[config.mk]
export PLATFORM = sky130hd
export DESIGN_NAME = leaf_rr_scheduler
export DESIGN_NICKNAME = d
export VERILOG_FILES = /design/src/rtl/leaf_sched_pkg.sv /design/src/rtl/rr_prio_pick.sv /design/src/rtl/leaf_rr_scheduler.sv
export SDC_FILE = /design/constraint.sdc
export NUM_CORES = 1
export LEC_CHECK = 0
export ABC_AREA = 1
export CAP_MARGIN = 20
export CORE_ASPECT_RATIO = 1.75
export CORE_MARGIN = 3
export CORE_UTILIZATION = 51
export CTS_BUF_LIST = sky130_fd_sc_hd__clkbuf_16
export DETAILED_ROUTE_END_ITERATION = 12
export PLACE_DENSITY_LB_ADDON = 0.25
export SLEW_MARGIN = 20
export SYNTH_ARGS = -nofsm -noshare
export SYNTH_HDL_FRONTEND = slang
export SYNTH_SLANG_ARGS = --single-unit
[constraint.sdc]
create_clock -name clk -period 2.85 [get_ports clk]
set_input_delay 0.285 -clock clk [delete_from_list [all_inputs] [get_ports clk]]
set_output_delay 0.285 -clock clk [all_outputs]
set_load 0.05 [all_outputs]
[src/rtl/leaf_sched_pkg.sv]
// Shared types, default sizes and the rotating-priority pick function used by
// the leaf schedulers of the generated sub-hierarchy.
package leaf_sched_pkg;

    typedef enum logic {
        IDLE = 1'b0,
        OWN  = 1'b1
    } state_t;

    localparam int NUM_REQ_DEF = 5;
    localparam int TIMEOUT_DEF = 64;
    localparam int MAX_REQ     = 16;

    // First set request bit at or after (last+1) mod n, scanning upward with
    // wrap. The loop walks downward so the nearest candidate is assigned last
    // and wins. Returns 0 when no request is set; callers qualify with |req.
    function automatic logic [3:0] rr_pick(input logic [MAX_REQ-1:0] req,
                                           input logic [3:0]         last,
                                           input int                 n);
        logic [3:0] idx;
        int         c;
        idx = '0;
        for (int k = MAX_REQ; k >= 1; k--) begin
            if (k <= n) begin
                c = int'(last) + k;
                if (c >= n) c = c - n;
                if (req[4'(c)]) idx = 4'(c);
            end
        end
        return idx;
    endfunction

endpackage

[src/rtl/rr_prio_pick.sv]
// Combinational rotating-priority encoder: picks the first requester after
// the previous winner, wrapping at NUM_REQ.
module rr_prio_pick
    import leaf_sched_pkg::*;
#(
    parameter int NUM_REQ = NUM_REQ_DEF,
    parameter int IDX_W   = $clog2(NUM_REQ)
) (
    input  logic [NUM_REQ-1:0] i_req,
    input  logic [IDX_W-1:0]   i_last,
    output logic [IDX_W-1:0]   o_idx,
    output logic               o_valid
);

    logic [MAX_REQ-1:0] w_req_ext;
    logic [3:0]         w_last_ext;
    logic [3:0]         w_pick;

    assign w_req_ext  = MAX_REQ'(i_req);
    assign w_last_ext = 4'(i_last);
    assign w_pick     = rr_pick(w_req_ext, w_last_ext, NUM_REQ);
    assign o_idx      = IDX_W'(w_pick);
    assign o_valid    = |i_req;

endmodule

[src/rtl/leaf_rr_scheduler.sv]
// Round-robin owner scheduler for the leaf instances: one exclusive owner at a
// time, released by done, request drop or watchdog, with a bubble between
// grants. All outputs are registered.
module leaf_rr_scheduler
    import leaf_sched_pkg::*;
#(
    parameter  int NUM_REQ = NUM_REQ_DEF,
    parameter  int TIMEOUT = TIMEOUT_DEF,
    localparam int IDX_W   = $clog2(NUM_REQ)
) (
    input  logic               clk,
    input  logic               rst_n,
    input  logic [NUM_REQ-1:0] req,
    input  logic [NUM_REQ-1:0] done,
    output logic [NUM_REQ-1:0] gnt,
    output logic [IDX_W-1:0]   gnt_idx,
    output logic               busy,
    output logic               timeout,
    output logic [IDX_W-1:0]   timeout_idx
);

    localparam int WD_W = $clog2(TIMEOUT);

    state_t             r_state, w_state_nxt;
    logic [NUM_REQ-1:0] r_gnt, w_gnt_nxt;
    logic [IDX_W-1:0]   r_gnt_idx, w_gnt_idx_nxt;
    logic [IDX_W-1:0]   r_last, w_last_nxt;
    logic [IDX_W-1:0]   r_to_idx, w_to_idx_nxt;
    logic               r_to, w_to_nxt;
    logic               r_busy;
    logic [WD_W-1:0]    r_wd, w_wd_nxt;
    logic [IDX_W-1:0]   w_pick_idx;
    logic               w_pick_vld;
    logic               w_own_done, w_own_req, w_wd_max;

    rr_prio_pick #(
        .NUM_REQ (NUM_REQ),
        .IDX_W   (IDX_W)
    ) u_pick (
        .i_req   (req),
        .i_last  (r_last),
        .o_idx   (w_pick_idx),
        .o_valid (w_pick_vld)
    );

    // Only the current owner's bits matter while a grant is held.
    assign w_own_done = done[r_gnt_idx];
    assign w_own_req  = req[r_gnt_idx];
    assign w_wd_max   = (r_wd == WD_W'(TIMEOUT - 1));

    // Next-state and next-output logic; every OWN exit goes through IDLE.
    always_comb begin
        w_state_nxt   = r_state;
        w_gnt_nxt     = r_gnt;
        w_gnt_idx_nxt = r_gnt_idx;
        w_last_nxt    = r_last;
        w_to_nxt      = 1'b0;
        w_to_idx_nxt  = r_to_idx;
        w_wd_nxt      = r_wd;
        case (r_state)
            IDLE: begin
                w_gnt_nxt = '0;
                if (w_pick_vld) begin
                    w_state_nxt   = OWN;
                    w_gnt_nxt     = NUM_REQ'(1) << w_pick_idx;
                    w_gnt_idx_nxt = w_pick_idx;
                    w_last_nxt    = w_pick_idx;
                    w_wd_nxt      = '0;
                end
            end
            OWN: begin
                if (w_own_done || !w_own_req || w_wd_max) begin
                    w_state_nxt = IDLE;
                    w_gnt_nxt   = '0;
                    // A done in the final cycle is a normal release.
                    if (w_wd_max && !w_own_done) begin
                        w_to_nxt     = 1'b1;
                        w_to_idx_nxt = r_gnt_idx;
                    end
                end else begin
                    w_wd_nxt = r_wd + WD_W'(1);
                end
            end
            default: begin
                w_state_nxt = IDLE;
                w_gnt_nxt   = '0;
            end
        endcase
    end

    // State register.
    always_ff @(posedge clk) begin
        if (!rst_n) r_state <= IDLE;
        else        r_state <= w_state_nxt;
    end

    // Output, pointer and watchdog registers.
    always_ff @(posedge clk) begin
        if (!rst_n) begin
            r_gnt     <= '0;
            r_gnt_idx <= '0;
            r_last    <= IDX_W'(NUM_REQ - 1);
            r_to      <= 1'b0;
            r_to_idx  <= '0;
            r_busy    <= 1'b0;
            r_wd      <= '0;
        end else begin
            r_gnt     <= w_gnt_nxt;
            r_gnt_idx <= w_gnt_idx_nxt;
            r_last    <= w_last_nxt;
            r_to      <= w_to_nxt;
            r_to_idx  <= w_to_idx_nxt;
            r_busy    <= |w_gnt_nxt;
            r_wd      <= w_wd_nxt;
        end
    end

    assign gnt         = r_gnt;
    assign gnt_idx     = r_gnt_idx;
    assign busy        = r_busy;
    assign timeout     = r_to;
    assign timeout_idx = r_to_idx;

endmodule

==> results of run 1 <==
[cells in the mapped netlist (all sizes together)]
cell,count
a221oi,2
clkbuf,1
o21bai,1
xor2,1
a21oi,28
a221o,1
nand2,108
nand4,2
o22ai,1
buf,5
inv,54
nor3,4
or2,1
fa,1
nor2,22
dfxtp,21
a21boi,1
nand3,53
o211ai,2
o21ai,19
nand3b,2
ha,19
[state kept, by name (all words and copies together), names as in the netlist]
name and count:
gnt_idx 3, busy 1, r_wd 6, r_state 1, timeout_idx 3, timeout 1
r_last 1, gnt 5
[metal layers]
layer | global-route usage | part of all wire | vias up
met5 | 0 | 0 | -
met4 | 0.1501 | 0.044 | 0
met3 | 0.01534 | 0.045 | 25
met2 | 0.4842 | 0.57 | 81
met1 | 0.2234 | 0.35 | 1070
li1 | - | - | 1207
[worst max-delay path, stage by stage (launching register included)]
cell and delay (ns):
dfxtp_2 0.34, inv_2 0.09, ha_4 0.15, inv_4 0.03
fa_2 0.42, a21oi_4 0.18, buf_4 0.14, o21ai_2 0.06
nand3b_1 0.15, nand2_1 0.06, nand2_1 0.06, nand2_2 0.11
nand3_1 0.09, nand2_2 0.10, inv_2 0.04, nand2_1 0.07
nand2_2 0.07, o21ai_0 0.35, inv_1 0.07
[timing repair]
action / CTS / global route
endpoints found under the hold margin: 0 / 0
endpoints found under the setup margin: 0 / 9
setup buffers: 0 / 6
resized for setup: 0 / 51
[cell type report]
cell class,count,area share
flip-flops and latches,21,0.1483
multi-input cells,268,0.5956
well taps,48,0.02094
repair buffers,42,0.1353
clock buffers,3,0.02618
inverters,54,0.07243
clock inverters,1,0.001309
[metrics by stage]
| stage | hold slack (ns) | utilization | cells | TNS, ns |
|---|---|---|---|---|
| finish | 0.4720 | 0.7208 | 437 | 0 |
| global route | 0.5030 | 0.7208 | 437 | -0.1774 |
| CTS | 0.4771 | 0.6575 | 431 | 0 |
| detailed placement | 0.4684 | 0.6377 | 427 | 0 |
| global placement | 0.4559 | 0.6377 | 427 | 0 |
| floorplan | 0.3826 | - | 349 | 0 |
[layout by cell type (no fill, tap or decap), types with 2 or more instances in the layout]
cell	Yosys	routed
a21oi_1	24	21
a21oi_2	3	4
a21oi_4	1	3
a221oi_1	2	2
buf_4	4	17
clkbuf_16	0	3
clkdlybuf4s50_1	0	24
dfxtp_1	21	19
ha_1	19	12
ha_2	0	2
ha_4	0	5
inv_1	44	44
inv_2	10	9
inv_4	0	2
nand2_1	92	80
nand2_2	13	25
nand2_4	3	3
nand3_1	51	42
nand3_2	2	11
nand3b_1	2	2
nand4_1	2	2
nor2_1	16	11
nor2_2	4	8
nor2_4	2	3
nor3_1	4	4
o211ai_1	2	2
o21ai_0	13	13
o21ai_1	4	2
o21ai_2	1	3
[logic make-up (layout without fill, tap and decap cells)]
logic type	Yosys count	after routing	synth area share
AND/OR/NAND/NOR	192	192	0.4116
adder cells (fa/ha/maj)	20	20	0.1183
AO/OA/AOI/OAI	55	55	0.1596
buffers and inverters	60	100	0.1137
XOR/XNOR	1	1	0.004019
flip-flops	21	21	0.1929
[worst min path at each step]
stage	depth (start not counted)	to	slack, ns
detailed placement	2	r_wd[3]	0.47
global placement	2	timeout_idx[2]	0.46
CTS	2	r_wd[3]	0.48
floorplan	2	busy	0.38
global route	2	r_wd[3]	0.50
finish	2	timeout_idx[2]	0.47
==> flow_metrics.tcl, run 1 <==
set metrics [dict create \
    ys_types 34 \
    fin_crit_ns 2.691 \
    clock.fmax_ghz 0.3716 \
    initial_core_util 0.5478 \
    antenna_found_initial 0 \
    antenna_cells 0 \
    clock-root-buffer "clkbuf_16" \
    finalHoldViolations 0 \
    place.gp.congestion 0.9111 \
    die_w_microns 55.42 \
    ys_seq_area_frac 0.1929 \
    first_pass_iters 5 \
    nNetsFinal 422 \
    worstMarginPinSlew_ns 0.5269 \
    layout_setup_ws_ns 0.1590 \
    vias 2383 \
    grt.total_usage 0.2401 \
    clkTransAtPathRegs_ns 0.05 \
    cts.sinks 21 \
    drtAntennaViolNets 0 \
    drv_cap 0 \
    clk_latency_ns 0.25 \
    multiInputGateArea_sq_um 1708 \
    cts.path.max_buffers 2 \
    drive_above_1_share 0.2674 \
    final.period_utilization 0.9442 \
    yosys.area.top_type_share 0.1929 \
    synth.top_cells.by_area "dfxtp_1 (19%), nand2_1 (16%), nand3_1 (12%)" \
    reg2reg_depth 18 \
    rrSetupSlack_ns 0.16 \
    ff_latch_area_sq_um 425.4 \
    r2r_start "gnt_idx[0]" \
    worstReg2RegEnd "gnt_idx[0]" \
    drv_slew 0 \
    grt_pass1_vias 2355 \
    drt_wl_total_microns 6283 \
    synth_top_area_cell "dfxtp_1" \
    core-area_sq_um 3979 \
    rsz0062_at_grt "yes" \
    yosys_warnings 0 \
    endpoint "gnt_idx[0]" \
    post_dp_cell_area_sq_um 2537 \
    synthesis.instances 349 \
    grt_pass1_wl_microns 9984 \
    finalSetupViolCount 0 \
    wire_per_inst_microns 14.38 \
    overflow 0 \
    cp.arrival_ns 2.82 \
    path_max_fanout 4 \
    pre_cts_ws_ns 0.05704 \
    drc 0 \
    relSlewSlack 0.6460 \
    fillers 339 \
    crit_path_start_kind "register" \
    hold_class "register to register" \
    skew_ns 0.001358 \
    post-route-cell-area_sq_um 2868 \
    end_kind "register" \
    cts_tree "built" \
    required_ns 2.98 \
    die_area_sq_um 5125 \
    io_buffers 24 \
    synth_fp_nets 381 \
    dpl.hpwl_microns 4711 \
    worstSetupPathType "register to register" \
    h-tree-depth 1 \
    drtIter0Drc 155 \
    holdBufCountCts 0 \
    critPathLaunch "gnt_idx[0]" \
    status "complete, no violations" \
    die_h_microns 92.48 \
    cts_made_buffers 3 \
    viasPerCell 5.453 \
    min_from "timeout_idx[2]" \
    synth_area_per_cell_sq_um 6.245 \
    io_pins 25 \
    syn_area_sq_um 2180 \
    ys_seq_elements 21 \
    grt_max_degree 23 \
    area_delta_synth_final_pct 31.57 \
    std_cell_rows 30 \
]
Power of run 1 is not shown: default switching activity piles up to over one toggle a cycle in this logic, so the estimate is an artifact.
==> run 2: changes to the inputs <==
--- a/config.mk
+++ b/config.mk
@@ -10,7 +10,6 @@
 export CORE_ASPECT_RATIO = 1.75
 export CORE_MARGIN = 3
 export CORE_UTILIZATION = 51
-export CTS_BUF_LIST = sky130_fd_sc_hd__clkbuf_16
 export DETAILED_ROUTE_END_ITERATION = 12
 export PLACE_DENSITY_LB_ADDON = 0.25
 export SLEW_MARGIN = 20
==> run 2 against run 1 <==
  * Register-to-register slack hardly changed
  * Clock skew hardly changed
  * Worst hold slack better by 0.0032 ns
  * Cell count is 0.92% lower
  * Via count is 1.9% lower
  * Largest cell class unchanged
  * Critical endpoint is now busy
  * Maximum frequency is 0.32% higher
  * Routed wire length is 2.5% lower
  * Utilization is 2.0 points lower
==> flow_metrics.tcl, run 2 (synthesis gave the netlist of run 1 again) <==
set metrics [dict create \
    finalSetupViolCount 0 \
    overflow 0 \
    initial_core_util 0.5478 \
    core-area_sq_um 3979 \
    regMostFlops "r_wd" \
    drt_wl_total_microns 6124 \
    io_pins 25 \
    drv_cap 0 \
    drive_above_1_share 0.2442 \
    worstSetupPathType "register to register" \
    skew_ns 0.001656 \
    grt_max_degree 23 \
    clkTransAtPathRegs_ns 0.07 \
    critPathLaunch "gnt_idx[0]" \
    dpl.hpwl_microns 4711 \
    rrSetupSlack_ns 0.17 \
    layout_commonest_cell "nand2_1" \
    cts_tree "built" \
    drc 0 \
    h-tree-depth 1 \
    end_kind "register" \
    fin_crit_ns 2.682 \
    place.gp.congestion 0.9111 \
    viasPerCell 5.397 \
    cts_made_buffers 3 \
    clock.fmax_ghz 0.3728 \
    status "complete, no violations" \
    worstReg2RegEnd "busy" \
    grt_pass1_wl_microns 9784 \
    die_w_microns 55.42 \
    vias 2337 \
    endpoint "busy" \
    antenna_found_initial 0 \
    fin_tns_setup_ns 0 \
    worstMarginPinSlew_ns 0.5467 \
    area_delta_synth_final_pct 27.96 \
    grtUsageMet3 0.01953 \
    std_cell_rows 30 \
    cts.path.max_buffers 2 \
    min_from "timeout_idx[2]" \
    top_usage_layer "met2" \
    grt.total_usage 0.2352 \
    final_cell_mix "nand2_1 (82), nand3_1 (45), inv_1 (43), clkdlybuf4s50_1 (24), nand2_2 (23)" \
    dp_cells 427 \
    io_buffers 24 \
    r2r_start "gnt_idx[0]" \
    final.period_utilization 0.9412 \
    largest_register_ffs 6 \
    nNetsFinal 418 \
    drv_slew 0 \
    antenna_cells 0 \
    final_cells 433 \
    drtIter0Drc 112 \
    cts.sinks 21 \
    first_pass_iters 4 \
    drtAntennaViolNets 0 \
    finalHoldViolations 0 \
    path_max_fanout 4 \
    reg2reg_depth 18 \
    use_met1 0.2172 \
    met2_usage 0.4654 \
    die_area_sq_um 5125 \
    grt_pass1_vias 2342 \
    relSlewSlack 0.6317 \
    final_util 0.7009 \
    hold_class "register to register" \
    clock-root-buffer "clkbuf_8" \
    cp.arrival_ns 2.84 \
    clk_latency_ns 0.25 \
    required_ns 3.01 \
    crit_path_start_kind "register" \
    wire_per_inst_microns 14.14 \
    die_h_microns 92.48 \
]
## run 2: cell types whose count changed in the layout (fill, tap and decap cells not counted), sizes merged
cell and change:
clkbuf +1, buf -4, inv -1
## run 2: worst max-delay path, stage by stage, from the launching register on
cell,delay (ns)
dfxtp_4,0.37
inv_4,0.08
ha_4,0.13
inv_2,0.04
fa_2,0.42
nor2_2,0.14
nor2_2,0.07
o21ai_0,0.45
nand3_1,0.16
nand2_2,0.10
inv_2,0.05
nand2_2,0.05
nand2_2,0.07
nand3_2,0.09
nand2_2,0.06
nor2_2,0.12
nand3_1,0.08
nand2_1,0.06
inv_1,0.04
## run 2: cell type report
class                      instances  area (sq um)
clock buffer                       4         45.04
fill                             355          1190
inverter                          54         207.7
multi-input combinational        268          1687
sequential                        21         427.9
tap                               48         60.06
timing repair buffer              38         361.6
## run 2: worst min-delay path by stage
stage,endpoint,slack [ns],cells past startpoint
after detailed placement,r_wd[3],0.47,2
after global routing,r_wd[3],0.51,2
after CTS,r_wd[3],0.48,2
after global placement,timeout_idx[2],0.46,2
final,timeout_idx[2],0.48,2
after floorplan,busy,0.38,2
## run 2: per-layer routing
layer | vias up | routed length [microns]
met5 | - | 0
met4 | 0 | 289
met3 | 23 | 200
met2 | 61 | 3390
met1 | 1052 | 2244
li1 | 1201 | -
## run 2: stage by stage
stage / hold slack (ns) / cell area [sq um] / setup WS (ns)
finish: 0.4752 / 2789 / 0.1677
global route: 0.5063 / 2789 / -0.04210
CTS: 0.4799 / 2582 / 0.03725
detailed placement: 0.4684 / 2537 / 0.05704
global placement: 0.4559 / 2537 / 0.1293
floorplan: 0.3826 / 2180 / 0.01092
## run 2: what timing repair did
item / in CTS / in global routing
hold buffers: 0 / 0
setup endpoints to repair: 0 / 9
setup buffers: 0 / 2
gates resized for setup: 0 / 47
Power of run 2 is left out for the same reason.
